<file path="config.mk">
export PLATFORM = sky130hd
export DESIGN_NAME = receptor_flat
export DESIGN_NICKNAME = d
export VERILOG_FILES = /design/src/rtl/receptor_pkg.sv /design/src/rtl/receptor_if.sv /design/src/rtl/receptor_byte_unstriping.sv /design/src/rtl/receptor.sv /design/src/flat_wrapper.sv
export SDC_FILE = /design/constraint.sdc
export NUM_CORES = 1
export LEC_CHECK = 0
export ABC_AREA = 1
export CAP_MARGIN = 20
export CELL_PAD_IN_SITES_DETAIL_PLACEMENT = 1
export CELL_PAD_IN_SITES_GLOBAL_PLACEMENT = 2
export CORE_MARGIN = 5
export CORE_UTILIZATION = 32
export DETAILED_ROUTE_END_ITERATION = 6
export HOLD_SLACK_MARGIN = 0.15
export PLACE_DENSITY = 0.87
export SLEW_MARGIN = 20
export SYNTH_ARGS = -nofsm -noshare
export SYNTH_HDL_FRONTEND = slang
export SYNTH_SLANG_ARGS = --single-unit
</file>
<file path="constraint.sdc">
create_clock -name clk -period 2.49 [get_ports clk]
set_input_delay 0.747 -clock clk [delete_from_list [all_inputs] [get_ports clk]]
set_output_delay 0.747 -clock clk [all_outputs]
set_load 0.03 [all_outputs]
</file>
<file path="src/rtl/receptor_pkg.sv">
// Shared symbol constants, control codes and FSM encodings for the 4-lane receive path.
package receptor_pkg;

    localparam int unsigned BYTE_W  = 8;
    localparam int unsigned LANES   = 4;
    localparam int unsigned GROUP_W = BYTE_W * LANES;
    localparam int unsigned CODE_W  = 4;
    localparam int unsigned IDX_W   = 2;

    localparam logic [BYTE_W-1:0] COM  = 8'hBC;
    localparam logic [BYTE_W-1:0] SKP  = 8'h1C;
    localparam logic [BYTE_W-1:0] STP  = 8'hFB;
    localparam logic [BYTE_W-1:0] SDP  = 8'h5C;
    localparam logic [BYTE_W-1:0] END  = 8'hFD;
    localparam logic [BYTE_W-1:0] EDB  = 8'hFE;
    localparam logic [BYTE_W-1:0] FTS  = 8'h3C;
    localparam logic [BYTE_W-1:0] IDLE = 8'h7C;

    typedef enum logic [CODE_W-1:0] {
        DK_DATA = 4'b0000,
        DK_COM  = 4'b0001,
        DK_SKP  = 4'b0010,
        DK_STP  = 4'b0011,
        DK_SDP  = 4'b0100,
        DK_END  = 4'b0101,
        DK_EDB  = 4'b0110,
        DK_FTS  = 4'b0111,
        DK_IDLE = 4'b1000
    } dk_code_e;

    typedef enum logic [1:0] {
        S_IDLE = 2'd0,
        S_TLP  = 2'd1,
        S_DLLP = 2'd2
    } rx_state_e;

    typedef struct packed {
        logic [BYTE_W-1:0] data;
        dk_code_e          code;
        logic              valid;
        logic              tlp;
        logic              dllp;
        logic              ferr;
    } rx_out_t;

    // Inside a packet only the terminators are symbols; everything else is payload.
    function automatic dk_code_e decode_sym(input logic [BYTE_W-1:0] b, input logic in_pkt);
        dk_code_e c;
        c = DK_DATA;
        case (b)
            END:     c = DK_END;
            EDB:     c = DK_EDB;
            COM:     c = in_pkt ? DK_DATA : DK_COM;
            SKP:     c = in_pkt ? DK_DATA : DK_SKP;
            STP:     c = in_pkt ? DK_DATA : DK_STP;
            SDP:     c = in_pkt ? DK_DATA : DK_SDP;
            FTS:     c = in_pkt ? DK_DATA : DK_FTS;
            IDLE:    c = in_pkt ? DK_DATA : DK_IDLE;
            default: c = DK_DATA;
        endcase
        return c;
    endfunction

endpackage

</file>
<file path="src/rtl/receptor_if.sv">
// Lane-group input and decoded byte-stream output bundle of the receiver.
interface receptor_if;
    import receptor_pkg::*;

    logic [BYTE_W-1:0] rx_lane0;
    logic [BYTE_W-1:0] rx_lane1;
    logic [BYTE_W-1:0] rx_lane2;
    logic [BYTE_W-1:0] rx_lane3;
    logic              rx_lanes_valid;
    logic [BYTE_W-1:0] rx_byte;
    logic [CODE_W-1:0] control_dk;
    logic              rx_byte_valid;
    logic              in_tlp;
    logic              in_dllp;
    logic              framing_err;
    logic              overflow;

    modport master (
        output rx_lane0, rx_lane1, rx_lane2, rx_lane3, rx_lanes_valid,
        input  rx_byte, control_dk, rx_byte_valid, in_tlp, in_dllp, framing_err, overflow
    );

    modport slave (
        input  rx_lane0, rx_lane1, rx_lane2, rx_lane3, rx_lanes_valid,
        output rx_byte, control_dk, rx_byte_valid, in_tlp, in_dllp, framing_err, overflow
    );

endinterface

</file>
<file path="src/rtl/receptor_byte_unstriping.sv">
// Ping-pong buffer of two lane groups, serialised lane 0..3 one byte per enabled cycle.
module receptor_byte_unstriping
    import receptor_pkg::*;
(
    input  logic              clk,
    input  logic              rst,
    input  logic              enb,
    input  logic [BYTE_W-1:0] lane0,
    input  logic [BYTE_W-1:0] lane1,
    input  logic [BYTE_W-1:0] lane2,
    input  logic [BYTE_W-1:0] lane3,
    input  logic              lanes_valid,
    output logic [BYTE_W-1:0] byte_c,
    output logic              byte_valid_c,
    output logic              overflow
);

    logic [GROUP_W-1:0] slot_q [2];
    logic [1:0]         full_q;
    logic               wr_sel_q;
    logic               rd_sel_q;
    logic [IDX_W-1:0]   rd_idx_q;
    logic               overflow_q;

    logic               rd_fire;
    logic               rd_last;
    logic               wr_req;
    logic               wr_ok;
    logic [GROUP_W-1:0] rd_grp;

    // Full slots are always contiguous from rd_sel, so a full write slot is the one being read.
    assign rd_fire = enb && full_q[rd_sel_q];
    assign rd_last = rd_fire && (rd_idx_q == IDX_W'(LANES - 1));
    assign wr_req  = enb && lanes_valid;
    assign wr_ok   = wr_req && (!full_q[wr_sel_q] || rd_last);
    assign rd_grp  = slot_q[rd_sel_q];

    always_comb begin
        byte_c = rd_grp[GROUP_W-1 -: BYTE_W];
        case (rd_idx_q)
            2'd0:    byte_c = rd_grp[31:24];
            2'd1:    byte_c = rd_grp[23:16];
            2'd2:    byte_c = rd_grp[15:8];
            default: byte_c = rd_grp[7:0];
        endcase
    end

    assign byte_valid_c = rd_fire;
    assign overflow     = overflow_q;

    // Free-before-fill ordering lets a slot released by the last read accept the new group.
    always_ff @(posedge clk or negedge rst) begin
        if (!rst) begin
            slot_q[0]  <= '0;
            slot_q[1]  <= '0;
            full_q     <= '0;
            wr_sel_q   <= 1'b0;
            rd_sel_q   <= 1'b0;
            rd_idx_q   <= '0;
            overflow_q <= 1'b0;
        end else begin
            if (rd_fire) begin
                rd_idx_q <= rd_idx_q + IDX_W'(1);
            end
            if (rd_last) begin
                rd_sel_q         <= ~rd_sel_q;
                full_q[rd_sel_q] <= 1'b0;
            end
            if (wr_ok) begin
                slot_q[wr_sel_q] <= {lane0, lane1, lane2, lane3};
                full_q[wr_sel_q] <= 1'b1;
                wr_sel_q         <= ~wr_sel_q;
            end
            if (wr_req && !wr_ok) begin
                overflow_q <= 1'b1;
            end
        end
    end

endmodule

</file>
<file path="src/rtl/receptor.sv">
// 4-lane receiver: un-stripes lane groups, decodes control symbols and tracks packet framing.
module receptor
    import receptor_pkg::*;
#(
    parameter bit SKP_DROP = 1'b1
) (
    input  logic       clk,
    input  logic       rst,
    input  logic       enb,
    receptor_if.slave  bus
);

    logic [BYTE_W-1:0] sel_byte_c;
    logic              sel_valid_c;
    logic              overflow;

    rx_state_e state_q;
    rx_state_e state_d;
    rx_out_t   out_q;
    rx_out_t   out_d;
    dk_code_e  code_c;
    logic      drop_c;

    receptor_byte_unstriping u_unstripe (
        .clk         (clk),
        .rst         (rst),
        .enb         (enb),
        .lane0       (bus.rx_lane0),
        .lane1       (bus.rx_lane1),
        .lane2       (bus.rx_lane2),
        .lane3       (bus.rx_lane3),
        .lanes_valid (bus.rx_lanes_valid),
        .byte_c      (sel_byte_c),
        .byte_valid_c(sel_valid_c),
        .overflow    (overflow)
    );

    always_ff @(posedge clk or negedge rst) begin
        if (!rst) begin
            state_q <= S_IDLE;
            out_q   <= '0;
        end else begin
            state_q <= state_d;
            out_q   <= out_d;
        end
    end

    // Framing FSM advances only on emitted bytes; packet flags span start through terminator.
    always_comb begin
        state_d    = state_q;
        out_d      = out_q;
        out_d.valid = 1'b0;
        out_d.ferr  = 1'b0;
        out_d.tlp   = (state_q == S_TLP);
        out_d.dllp  = (state_q == S_DLLP);
        code_c     = decode_sym(sel_byte_c, state_q != S_IDLE);
        drop_c     = SKP_DROP && (code_c == DK_SKP);

        if (sel_valid_c) begin
            if (!drop_c) begin
                out_d.data  = sel_byte_c;
                out_d.code  = code_c;
                out_d.valid = 1'b1;
            end
            case (state_q)
                S_IDLE: begin
                    case (code_c)
                        DK_STP:                  state_d = S_TLP;
                        DK_SDP:                  state_d = S_DLLP;
                        DK_DATA, DK_END, DK_EDB: out_d.ferr = 1'b1;
                        default:                 state_d = S_IDLE;
                    endcase
                end
                S_TLP, S_DLLP: begin
                    if (code_c == DK_END || code_c == DK_EDB) begin
                        state_d = S_IDLE;
                    end
                end
                default: state_d = S_IDLE;
            endcase
            out_d.tlp  = (state_q == S_TLP)  || (state_d == S_TLP);
            out_d.dllp = (state_q == S_DLLP) || (state_d == S_DLLP);
        end
    end

    assign bus.rx_byte       = out_q.data;
    assign bus.control_dk    = out_q.code;
    assign bus.rx_byte_valid = out_q.valid;
    assign bus.in_tlp        = out_q.tlp;
    assign bus.in_dllp       = out_q.dllp;
    assign bus.framing_err   = out_q.ferr;
    assign bus.overflow      = overflow;

endmodule

</file>
<file path="src/flat_wrapper.sv">
// flat-port wrapper written by rule: the top's interface ports become plain ports
module receptor_flat import receptor_pkg::*;
#(
    parameter bit SKP_DROP = 1'b1
)
  (clk, rst, enb, bus_rx_lane0, bus_rx_lane1, bus_rx_lane2, bus_rx_lane3, bus_rx_lanes_valid, bus_rx_byte, bus_control_dk, bus_rx_byte_valid, bus_in_tlp, bus_in_dllp, bus_framing_err, bus_overflow);
  receptor_if bus_i ();
  input  logic clk;
  input  logic rst;
  input  logic enb;
  input wire logic [$bits(bus_i.rx_lane0)-1:0] bus_rx_lane0;
  input wire logic [$bits(bus_i.rx_lane1)-1:0] bus_rx_lane1;
  input wire logic [$bits(bus_i.rx_lane2)-1:0] bus_rx_lane2;
  input wire logic [$bits(bus_i.rx_lane3)-1:0] bus_rx_lane3;
  input wire logic [$bits(bus_i.rx_lanes_valid)-1:0] bus_rx_lanes_valid;
  output wire logic [$bits(bus_i.rx_byte)-1:0] bus_rx_byte;
  output wire logic [$bits(bus_i.control_dk)-1:0] bus_control_dk;
  output wire logic [$bits(bus_i.rx_byte_valid)-1:0] bus_rx_byte_valid;
  output wire logic [$bits(bus_i.in_tlp)-1:0] bus_in_tlp;
  output wire logic [$bits(bus_i.in_dllp)-1:0] bus_in_dllp;
  output wire logic [$bits(bus_i.framing_err)-1:0] bus_framing_err;
  output wire logic [$bits(bus_i.overflow)-1:0] bus_overflow;
  assign bus_i.rx_lane0 = bus_rx_lane0;
  assign bus_i.rx_lane1 = bus_rx_lane1;
  assign bus_i.rx_lane2 = bus_rx_lane2;
  assign bus_i.rx_lane3 = bus_rx_lane3;
  assign bus_i.rx_lanes_valid = bus_rx_lanes_valid;
  assign bus_rx_byte = bus_i.rx_byte;
  assign bus_control_dk = bus_i.control_dk;
  assign bus_rx_byte_valid = bus_i.rx_byte_valid;
  assign bus_in_tlp = bus_i.in_tlp;
  assign bus_in_dllp = bus_i.in_dllp;
  assign bus_framing_err = bus_i.framing_err;
  assign bus_overflow = bus_i.overflow;
  receptor #(.SKP_DROP(SKP_DROP)) u_core (.clk(clk), .rst(rst), .enb(enb), .bus(bus_i));
endmodule
</file>
### Yosys cells after proc, flatten, opt, wreduce, memory -nomap -nowiden

Cells that the tools add are included.
W data, S select, Z words.

* latch bits: 0
* memory bits (read-only): 0
* register bits: 89
* input port bits: 36
* bits in writable memories: 0
* memories: 0

* shifts and indexed selects: 0
* magnitude comparators: 7
* add/subtract/negate cells: 1
* multipliers: 0
* divide/modulo/power cells: 0
* bitwise logic cells: 8
* reductions and logical operators: 21
* equal/unequal tests: 20
* mux-type cells: 32

Operator list (number)
* $mux W32: 4
* $bwmux W64: 1
* $demux W32 S1: 1
* $eq A8 B8 Y1 const B: 4
* $pmux W4 S8: 1
* $pmux W8 S3: 1
* $eq A8 B7 Y1 const B: 2
* $eq A4 B3 Y1 const B: 3
* $mux W2: 6
* $mux W1: 10
* $eq A2 B2 Y1 const B: 4
* $eq A4 B2 Y1 const B: 2
* $eq A8 B5 Y1 const B: 1
* $eq A8 B6 Y1 const B: 1
* $logic_and A1 B1 Y1: 8
* $mux W4: 2
* $eq A2 B1 Y1 const B: 3
* $mux W3: 2
* $pmux W2 S3: 1
* $ge A2 B2 Y1 const B: 2
* $logic_not A2 Y1: 2
* $logic_not A4 Y1: 1
* $logic_or A1 B1 Y1: 4
* $lt A1 B2 Y1 const B: 2
* other kinds (15): 21

### Logic depth before layout (Yosys ltp)

Gate-level depths: netlist of run 1.

* word-level depth: 15
* mapped depth: 23
* gate-level depth less buffers: 22

### By module

A second synthesis of run 1 with hierarchy kept.

* cell total of the unflattened synthesis: 569
* area, all modules: 4606.9 µm²

By module, submodules not included
* receptor_byte_unstriping: cells an instance 431, area each 3593.4 µm², times used 1
* receptor: cells an instance 138, area each 1013.5 µm², times used 1

### Least setup slack after synthesis of run 1

OpenSTA, ideal clock, no wires.

* kind: flip-flop to flip-flop
* from: register u_core.u_unstripe.rd_idx_q[0]
* to: register u_core.state_q[0]
* period minus slack after synthesis: 2.274 ns
* data required time: 2.362 ns
* setup slack: 0.216 ns
* arrival time: 2.146 ns
* path buffers: 1
* cell stages (with the launch flop): 22
* setup time: 0.128 ns
* cell sequence: dfrtp_1 -> inv_1 -> ha_1 -> buf_4 -> nand2_1 -> nand4_1 -> nand2_1 -> nand2_1 -> nand2_1 -> nand2_1 -> nor2_2 -> nand2_1 -> nand2_1 -> nand2_1 -> nand3_1 -> o21bai_2 -> nand2_1 -> nand2_1 -> nand2_1 -> nand2_1 -> nand2_1 -> o21ai_1

* word-level cells in the longest chain between the ends: 9
* elaborated cells between the ends (all ways): 24

Ends and longest elaborated chain
* from (decl): line receptor_byte_unstriping.sv:22 `logic [IDX_W-1:0] rd_idx_q;`
* from (signal assigned): line receptor_byte_unstriping.sv:63 `rd_idx_q <= rd_idx_q + IDX_W'(1);`
* $eq A2 B2 Y1, or another cell as far along: line receptor_byte_unstriping.sv:40 `case (rd_idx_q)`
* $pmux W8 S3 *: line receptor_byte_unstriping.sv:40
* $eq A8 B7 Y1, or another cell as far along: line receptor_pkg.sv:50 `case (b)`
* $pmux W4 S8 *: line receptor_pkg.sv:50
* $eq A4 B3 Y1 / $logic_not A4 Y1 (equally long branches): line receptor.sv:67, receptor.sv:75
* $reduce_or A3 Y1 / $logic_or A1 B1 Y1 (equally long branches): line receptor.sv:67, receptor.sv:75
* $pmux W2 S3 / $mux W2 (equally long branches): line receptor.sv:67, receptor.sv:75
* $pmux W2 S2 *: line receptor.sv:65 `case (state_q)`
* $mux W2 *: line receptor.sv:59 `if (sel_valid_c) begin`
* to (signal assigned): line receptor.sv:43 `state_q <= state_d;`
* to (decl): line receptor.sv:17 `rx_state_e state_q;`

Every way passes the cells marked *; elsewhere a longest branch is shown, timed or not. The select of a mux whose other input is x is not followed.
A chain may end at the register's enable or synchronous reset.

==> qor.txt, run 1 <==
Outcome: finished, violations left
Failing checks: negative setup slack
Initial Util: 32.9%
Tightest Pin Transition: 0.690 ns
Total power: 8.88 mW
Die Ht: 127 µm
Net count reported at finish: 720
Clock power share: 16.9%
Via density per instance: 4.77
GRT Total Usage: 17.1%
DRT iter0 DRCs: 164
Post-Synthesis Cells: 570
Startpoint Class: register
CP max stage delay: 0.41 ns
Final HPWL DP: 9.04 mm
Placer Congestion: 0.810
Unique masters post-synth: 25
Most common cell after layout, fill and taps aside: nand2_1
CTS H-tree lvls: 3
Clk_lat worst skew: 0.35 ns
Clk sinks: 89
Sequential Power Share: 28.3%
Normalized max-slew margin: 54.0%
WP buf/inv: 2
Wire length of the first global-routing pass: 22.0 mm
Cell mode on critical path: nand2_2
Initial antenna violation count: 0
Period utilisation layout: 107%
Switching share of power: 43.1%
Synth Area per Inst: 7.71 µm²
Die Width: 127 µm
CTS tree: yes
Slew Limit Fails: 0
Num CTS Buffers: 9
Leak: 3.13 nW
Final hold violation count: 0
Vias: 4077
Die area: 16200 µm²
CP Max Fanout: 8
Logic gate share of total power: 54.8%
Largest net degree at the start of global routing: 66
Commonest non-fill, non-tap cells in the layout: nand2_1, dfrtp_1, inv_1, clkdlybuf4s50_1, nand2_2
Sequential fraction of the synthesis area: 50.7%
Worst Reg-to-Reg Cells: 18
Maximum VDD drop: 0.536 mV
CP Class: register to register
Worst min path class: primary input to async pin
Area Growth Syn to Fin: 45.8%
Period minus WS final: 2.66 ns
Setup crit start: u_core.u_unstripe.rd_idx_q[1]$_DFFE_PN0P_
RSZ-0062 raised after global routing: yes
Area of the multi-input gates: 2240 µm²
Wire per inst: 15.8 µm
Crit path max-delay family: simple AND/OR/NAND/NOR gates
Gr ovfl total: 0
FF+latch count, synth: 89
Crit path depth: 18
Worst-case clock skew: 0.00809 ns
Worst Setup EP: u_core.bus.in_dllp$_DFF_PN0_
Core area: 13300 µm²
Hold slack final: 0.443 ns
CTS max path bufs: 2
Ant diodes: 0
DRT Wirelength: 13.5 mm
Row cnt: 42
Synthesized area: 4400 µm²
Crit-path slowest cell: dfrtp_1
Fill cell count: 1594
Final Setup Violations: 5
Crit. End Element: register
Syn Nets: 616
Io pins: 53
Clock Pin Slew Worst Setup and Hold Paths: 0.07 ns
Input/output buffers: 52
Clk root buf: clkbuf_16
FF+latch area: 2230 µm²
Vias in the first global route: 4465
Fmax: 376 MHz
R2R Path End: u_core.bus.in_dllp$_DFF_PN0_
Final Cell Area: 6410 µm²
CP Data Arrival Time: 2.93 ns
DRC violations left: 0
Critical Path RT: 2.76 ns
Fraction of layout cells with a size suffix above 1: 29.2%
Worst Setup Slack, final: -0.167 ns
Post-Place Cell Area: 5360 µm²
Synthesis warning total: 0
Crit path cell chain: buf_6, buf_6, ha_4, a21oi_2, nand3_1, nand2_2, nand2_2, nand2_2, nand2_2, nor2_4, nand3_1, nand3_4, o21bai_4, nand2_2, nand2_1, nand2_1, nand2_2, o21bai_1
RR Startpoint: u_core.u_unstripe.rd_idx_q[1]$_DFFE_PN0P_
Final antenna-violating net count: 0
Initial DRT Pass Iterations: 4
Pwr dens: 1390 nW/µm²
P_int: 5.06 mW
Max_cap viols: 0
Switching pwr: 3.82 mW
FF-to-FF setup slack: -0.17 ns
## cells by family (layout without fill, tap and decap cells)
kind of cell | after synthesis | count (layout) | synth area share, %
adders and majority gates | 10 | 10 | 2.85
AOI/OAI and AO/OA | 106 | 106 | 12.7
and+or+nand+nor | 269 | 269 | 24.5
buffers and inverters | 94 | 203 | 8.85
DFF | 89 | 89 | 50.7
xor gates and xnor gates | 2 | 2 | 0.399
## how the worst min path moves through the flow
stage / startpoint / to / slack (ns) / cells after the start
detailed placement: u_core.bus.rx_byte[3]$_DFFE_PN0P_ / u_core.bus.rx_byte[3]$_DFFE_PN0P_ / 0.46 / 2
CTS: rst / u_core.u_unstripe.slot_q[38]$_DFFE_PN0P_ / 0.47 / 1
finish: rst / u_core.u_unstripe.rd_idx_q[1]$_DFFE_PN0P_ / 0.44 / 1
global placement: u_core.u_unstripe.overflow$_DFFE_PN0P_ / u_core.u_unstripe.overflow$_DFFE_PN0P_ / 0.46 / 1
global route: rst / u_core.u_unstripe.rd_idx_q[1]$_DFFE_PN0P_ / 0.49 / 1
floorplan: rst / u_core.bus.control_dk[0]$_DFFE_PN0P_ / 0.45 / 0
## sequential cells by signal, indices dropped and copies added (netlist names), 2 cells and up
register,count
u_core.bus.control_dk,4
u_core.bus.rx_byte,8
u_core.state_q,2
u_core.u_unstripe.full_q,2
u_core.u_unstripe.rd_idx_q,2
u_core.u_unstripe.slot_q,64
## worst register-to-register path: stages, from the launching register on
cell,delay (ns)
dfrtp_1,0.41
buf_6,0.15
buf_6,0.11
ha_4,0.19
a21oi_2,0.17
nand3_1,0.11
nand2_2,0.11
nand2_2,0.06
nand2_2,0.07
nand2_2,0.07
nor2_4,0.18
nand3_1,0.22
nand3_4,0.18
o21bai_4,0.08
nand2_2,0.08
nand2_1,0.06
nand2_1,0.08
nand2_2,0.07
o21bai_1,0.16
## Yosys cell counts (all sizes together)
master | count | share of area, %
a31oi | 3 | 0.43
xor2 | 2 | 0.40
o21bai | 3 | 0.60
a21oi | 14 | 1.7
o21ai | 82 | 9.3
nand3 | 24 | 2.7
nor2 | 22 | 2.2
buf | 21 | 2.6
o211ai | 3 | 0.51
nand4 | 2 | 0.28
nor3 | 1 | 0.37
a21boi | 1 | 0.17
clkbuf | 4 | 0.34
inv | 69 | 5.9
nand2 | 220 | 19
dfrtp | 89 | 51
ha | 10 | 2.8
## metrics by stage
step	TNS, ns	utilization [%]	std cells	worst slack [ns]
floorplan	0	-	570	0.216
global placement	-0.0885	40.1	813	-0.0370
detailed placement	-0.626	40.1	813	-0.181
CTS	-0.201	45.4	850	-0.0478
global route	-2.03	48.0	855	-0.328
finish	-0.722	48.0	855	-0.167
## final cells by class
type                            count  share of cell area (%)
Timing Repair Buffer              118                    17.6
Tap cell                          176                    3.44
Clock buffer                       10                    3.73
Sequential cell                    89                    34.8
Multi-Input combinational cell    387                    34.9
Clock inverter                      6                    1.41
Inverter                           69                    4.08
## routing by layer
metal	global-route usage (%)	vias to the layer above	share of wire, %
met2	30.2	69	53
li1	-	1995	-
met3	4.22	28	3.5
met5	0	-	0
met4	6.69	0	2.4
met1	19.8	1985	41
## power by group through the flow
stage          sequential (mW)  clock [mW]  combinational (mW)
2_1_floorplan             2.56           0                1.99
4_1_cts                   2.48        1.54                4.16
3_5_place_dp              2.48           0                3.51
3_3_place_gp              2.46           0                3.38
5_1_grt                   2.59        1.60                5.32
6_report                  2.51        1.50                4.87
## repair_timing
item,CTS,global route
resized for setup,63,95
endpoints found under the setup margin,6,17
hold buffers,0,0
pin swaps,31,58
cloned,1,1
setup buffers,20,12
No activity file was read; power rests on OpenSTA's default activity.
==> inputs of run 2 (changes only) <==
--- a/config.mk
+++ b/config.mk
@@ -9,11 +9,12 @@
 export CAP_MARGIN = 20
 export CELL_PAD_IN_SITES_DETAIL_PLACEMENT = 1
 export CELL_PAD_IN_SITES_GLOBAL_PLACEMENT = 2
+export CORE_ASPECT_RATIO = 1.2
 export CORE_MARGIN = 5
-export CORE_UTILIZATION = 32
+export CORE_UTILIZATION = 35
 export DETAILED_ROUTE_END_ITERATION = 6
 export HOLD_SLACK_MARGIN = 0.15
-export PLACE_DENSITY = 0.87
+export PLACE_DENSITY = 0.94
 export SLEW_MARGIN = 20
 export SYNTH_ARGS = -nofsm -noshare
 export SYNTH_HDL_FRONTEND = slang
==> constraint.sdc (replaced) <==
create_clock -name clk -period 3.34 [get_ports clk]
set_input_delay 1.002 -clock clk [delete_from_list [all_inputs] [get_ports clk]]
set_output_delay 1.002 -clock clk [all_outputs]
set_load 0.03 [all_outputs]
==> qor.txt, run 2 (same netlist as run 1, synthesis figures left out) <==
Placed cells: 766 (was 813)
Io pins: 53 (unchanged)
Clk sinks: 89 (unchanged)
Normalized max-slew margin: 56.1% (was 54.0%)
Net count reported at finish: 662 (was 720)
Input/output buffers: 52 (unchanged)
Tightest Pin Transition: 0.659 ns (was 0.690 ns)
Initial DRT Pass Iterations: 5 (was 4)
WP buf/inv: 1 (was 2)
Final Setup Violations: 0 (was 5)
Total power: 5.19 mW (was 8.88 mW)
Hold-fix buffers, CTS: 0 (unchanged)
Via density per instance: 4.81 (was 4.77)
Final hold violation count: 0 (unchanged)
Fmax: 339 MHz (was 376 MHz)
Worst-case clock skew: 0.00789 ns (was 0.00809 ns)
Die Width: 112 µm (was 127 µm)
Worst Setup Slack, final: 0.392 ns (was -0.167 ns)
Period utilisation layout: 88.3% (was 107%)
Slew Limit Fails: 0 (unchanged)
Fill cell count: 1505 (was 1594)
CP Class: register to register (unchanged)
Fraction of layout cells with a size suffix above 1: 6.44% (was 29.2%)
CTS H-tree lvls: 3 (unchanged)
Final HPWL DP: 8.02 mm (was 9.04 mm)
Post-Place Cell Area: 5060 µm² (was 5360 µm²)
Setup WS pre-CTS: 0.348 ns (was -0.181 ns)
Final antenna-violating net count: 0 (unchanged)
Initial antenna violation count: 0 (unchanged)
Period minus WS final: 2.95 ns (was 2.66 ns)
CTS tree: yes (unchanged)
Largest net degree at the start of global routing: 90 (was 66)
Post-CTS Resized: 0 (was 63)
CP Data Arrival Time: 3.18 ns (was 2.93 ns)
Placer Congestion: 0.853 (was 0.810)
Final Cell Area: 5380 µm² (was 6410 µm²)
Gr ovfl total: 0 (unchanged)
Row cnt: 44 (was 42)
Leak: 2.69 nW (was 3.13 nW)
Wire per inst: 14.5 µm (was 15.8 µm)
Max reg flops: 64 (unchanged)
Crit. End Element: register (unchanged)
Core area: 12200 µm² (was 13300 µm²)
Crit-path slowest cell: ha_1 (was dfrtp_1)
Setup TNS: 0 ns (was -0.722 ns)
Worst min path class: register to register (was primary input to async pin)
Clock Pin Slew Worst Setup and Hold Paths: 0.06 ns (was 0.07 ns)
Most common cell after layout, fill and taps aside: nand2_1 (unchanged)
CP Max Fanout: 14 (was 8)
RSZ-0062 raised after global routing: no (was yes)
Ant diodes: 0 (unchanged)
Outcome: completed (was finished, violations left)
GRT Total Usage: 15.7% (was 17.1%)
CP max stage delay: 0.56 ns (was 0.41 ns)
DRT Wirelength: 11.4 mm (was 13.5 mm)
Wire length of the first global-routing pass: 18.9 mm (was 22.0 mm)
Die area: 14900 µm² (was 16200 µm²)
Commonest non-fill, non-tap cells in the layout: nand2_1, dfrtp_1, inv_1, clkdlybuf4s50_1, o21ai_0 (was nand2_1, dfrtp_1, inv_1, clkdlybuf4s50_1, nand2_2)
Clk_lat worst skew: 0.35 ns (about the same)
Vias in the first global route: 3957 (was 4465)
Crit path cell chain: inv_1, ha_1, nand3_1, nand2_1, nor2_1, nor2_2, nand2_1, nor2_2, nand2_1, nand2_1, nand2_1, nand3_1, o21bai_2, nand2_1, nand2_1, nand2_1, nand2_1, nand2_1, o21ai_1 (was buf_6, buf_6, ha_4, a21oi_2, nand3_1, nand2_2, nand2_2, nand2_2, nand2_2, nor2_4, nand3_1, nand3_4, o21bai_4, nand2_2, nand2_1, nand2_1, nand2_2, o21bai_1)
Pwr dens: 965 nW/µm² (was 1390 nW/µm²)
Max_cap viols: 0 (unchanged)
Vias: 3764 (was 4077)
Critical Path RT: 3.57 ns (was 2.76 ns)
Die Ht: 133 µm (was 127 µm)
CTS max path bufs: 2 (unchanged)
Maximum VDD drop: 0.344 mV (was 0.536 mV)
DRT iter0 DRCs: 145 (was 164)
Most flops, register: u_core.u_unstripe.slot_q (unchanged)
Post-CTS setup buffer count: 0 (was 20)
Crit path max-delay family: simple AND/OR/NAND/NOR gates (unchanged)
Layout Cells excl Fill: 782 (was 855)
Startpoint Class: register (unchanged)
Num CTS Buffers: 9 (unchanged)
Clk root buf: clkbuf_16 (unchanged)
Area Growth Syn to Fin: 22.5% (was 45.8%)
Cell mode on critical path: nand2_1 (was nand2_2)
DRC violations left: 0 (unchanged)
Initial Util: 36.0% (was 32.9%)
[run 2: worst paths after layout]
check	slack [ns]	cells after the start	startpoint	to
max in group asynchronous	2.28	2	rst	u_core.u_unstripe.slot_q[28]$_DFFE_PN0P_
min in group asynchronous	0.70	2	rst	u_core.bus.rx_byte[6]$_DFFE_PN0P_
max reg2reg	0.39	19	u_core.u_unstripe.rd_idx_q[1]$_DFFE_PN0P_	u_core.state_q[0]$_DFFE_PN0P_
min reg2reg	0.48	1	u_core.u_unstripe.overflow$_DFFE_PN0P_	u_core.u_unstripe.overflow$_DFFE_PN0P_
min	0.48	1	u_core.u_unstripe.overflow$_DFFE_PN0P_	u_core.u_unstripe.overflow$_DFFE_PN0P_
max	0.39	19	u_core.u_unstripe.rd_idx_q[1]$_DFFE_PN0P_	u_core.state_q[0]$_DFFE_PN0P_
[run 2: final cells by class]
class | instances | area, µm² | share of cell area [%]
Sequential cell | 89 | 2230 | 41.4
Multi-Input combinational cell | 387 | 1780 | 33.1
Tap cell | 161 | 201 | 3.74
Clock buffer | 9 | 225 | 4.18
Timing Repair Buffer | 60 | 591 | 11.0
Inverter | 69 | 259 | 4.81
Clock inverter | 7 | 95.1 | 1.77
[run 2: metrics by stage]
step	utilization [%]	hold slack, ns
after CTS	44.0	0.487
final	44.0	0.481
after global routing	44.0	0.503
after detailed placement	41.4	0.470
after global placement	41.4	0.467
after floorplan	-	0.453
[run 2: metal layers]
layer,global-route usage [%],routed length [µm],vias up
li1,-,-,1866
met1,19.1,4920,1811
met2,27.4,5740,67
met3,3.56,461,20
met4,5.21,249,0
met5,0,0,-
[run 2: report_power, final]
part	internal, mW	switching (mW)
logic	0.784	1.48
clock network	0.654	0.437
registers	1.55	0.286
total	2.99	2.21
[run 2: worst register-to-register path, cell delays in order (launching register included)]
cell	delay [ns]
dfrtp_1	0.43
inv_1	0.12
ha_1	0.56
nand3_1	0.23
nand2_1	0.12
nor2_1	0.06
nor2_2	0.12
nand2_1	0.12
nor2_2	0.23
nand2_1	0.10
nand2_1	0.08
nand2_1	0.08
nand3_1	0.12
o21bai_2	0.07
nand2_1	0.08
nand2_1	0.06
nand2_1	0.05
nand2_1	0.08
nand2_1	0.07
o21ai_1	0.06
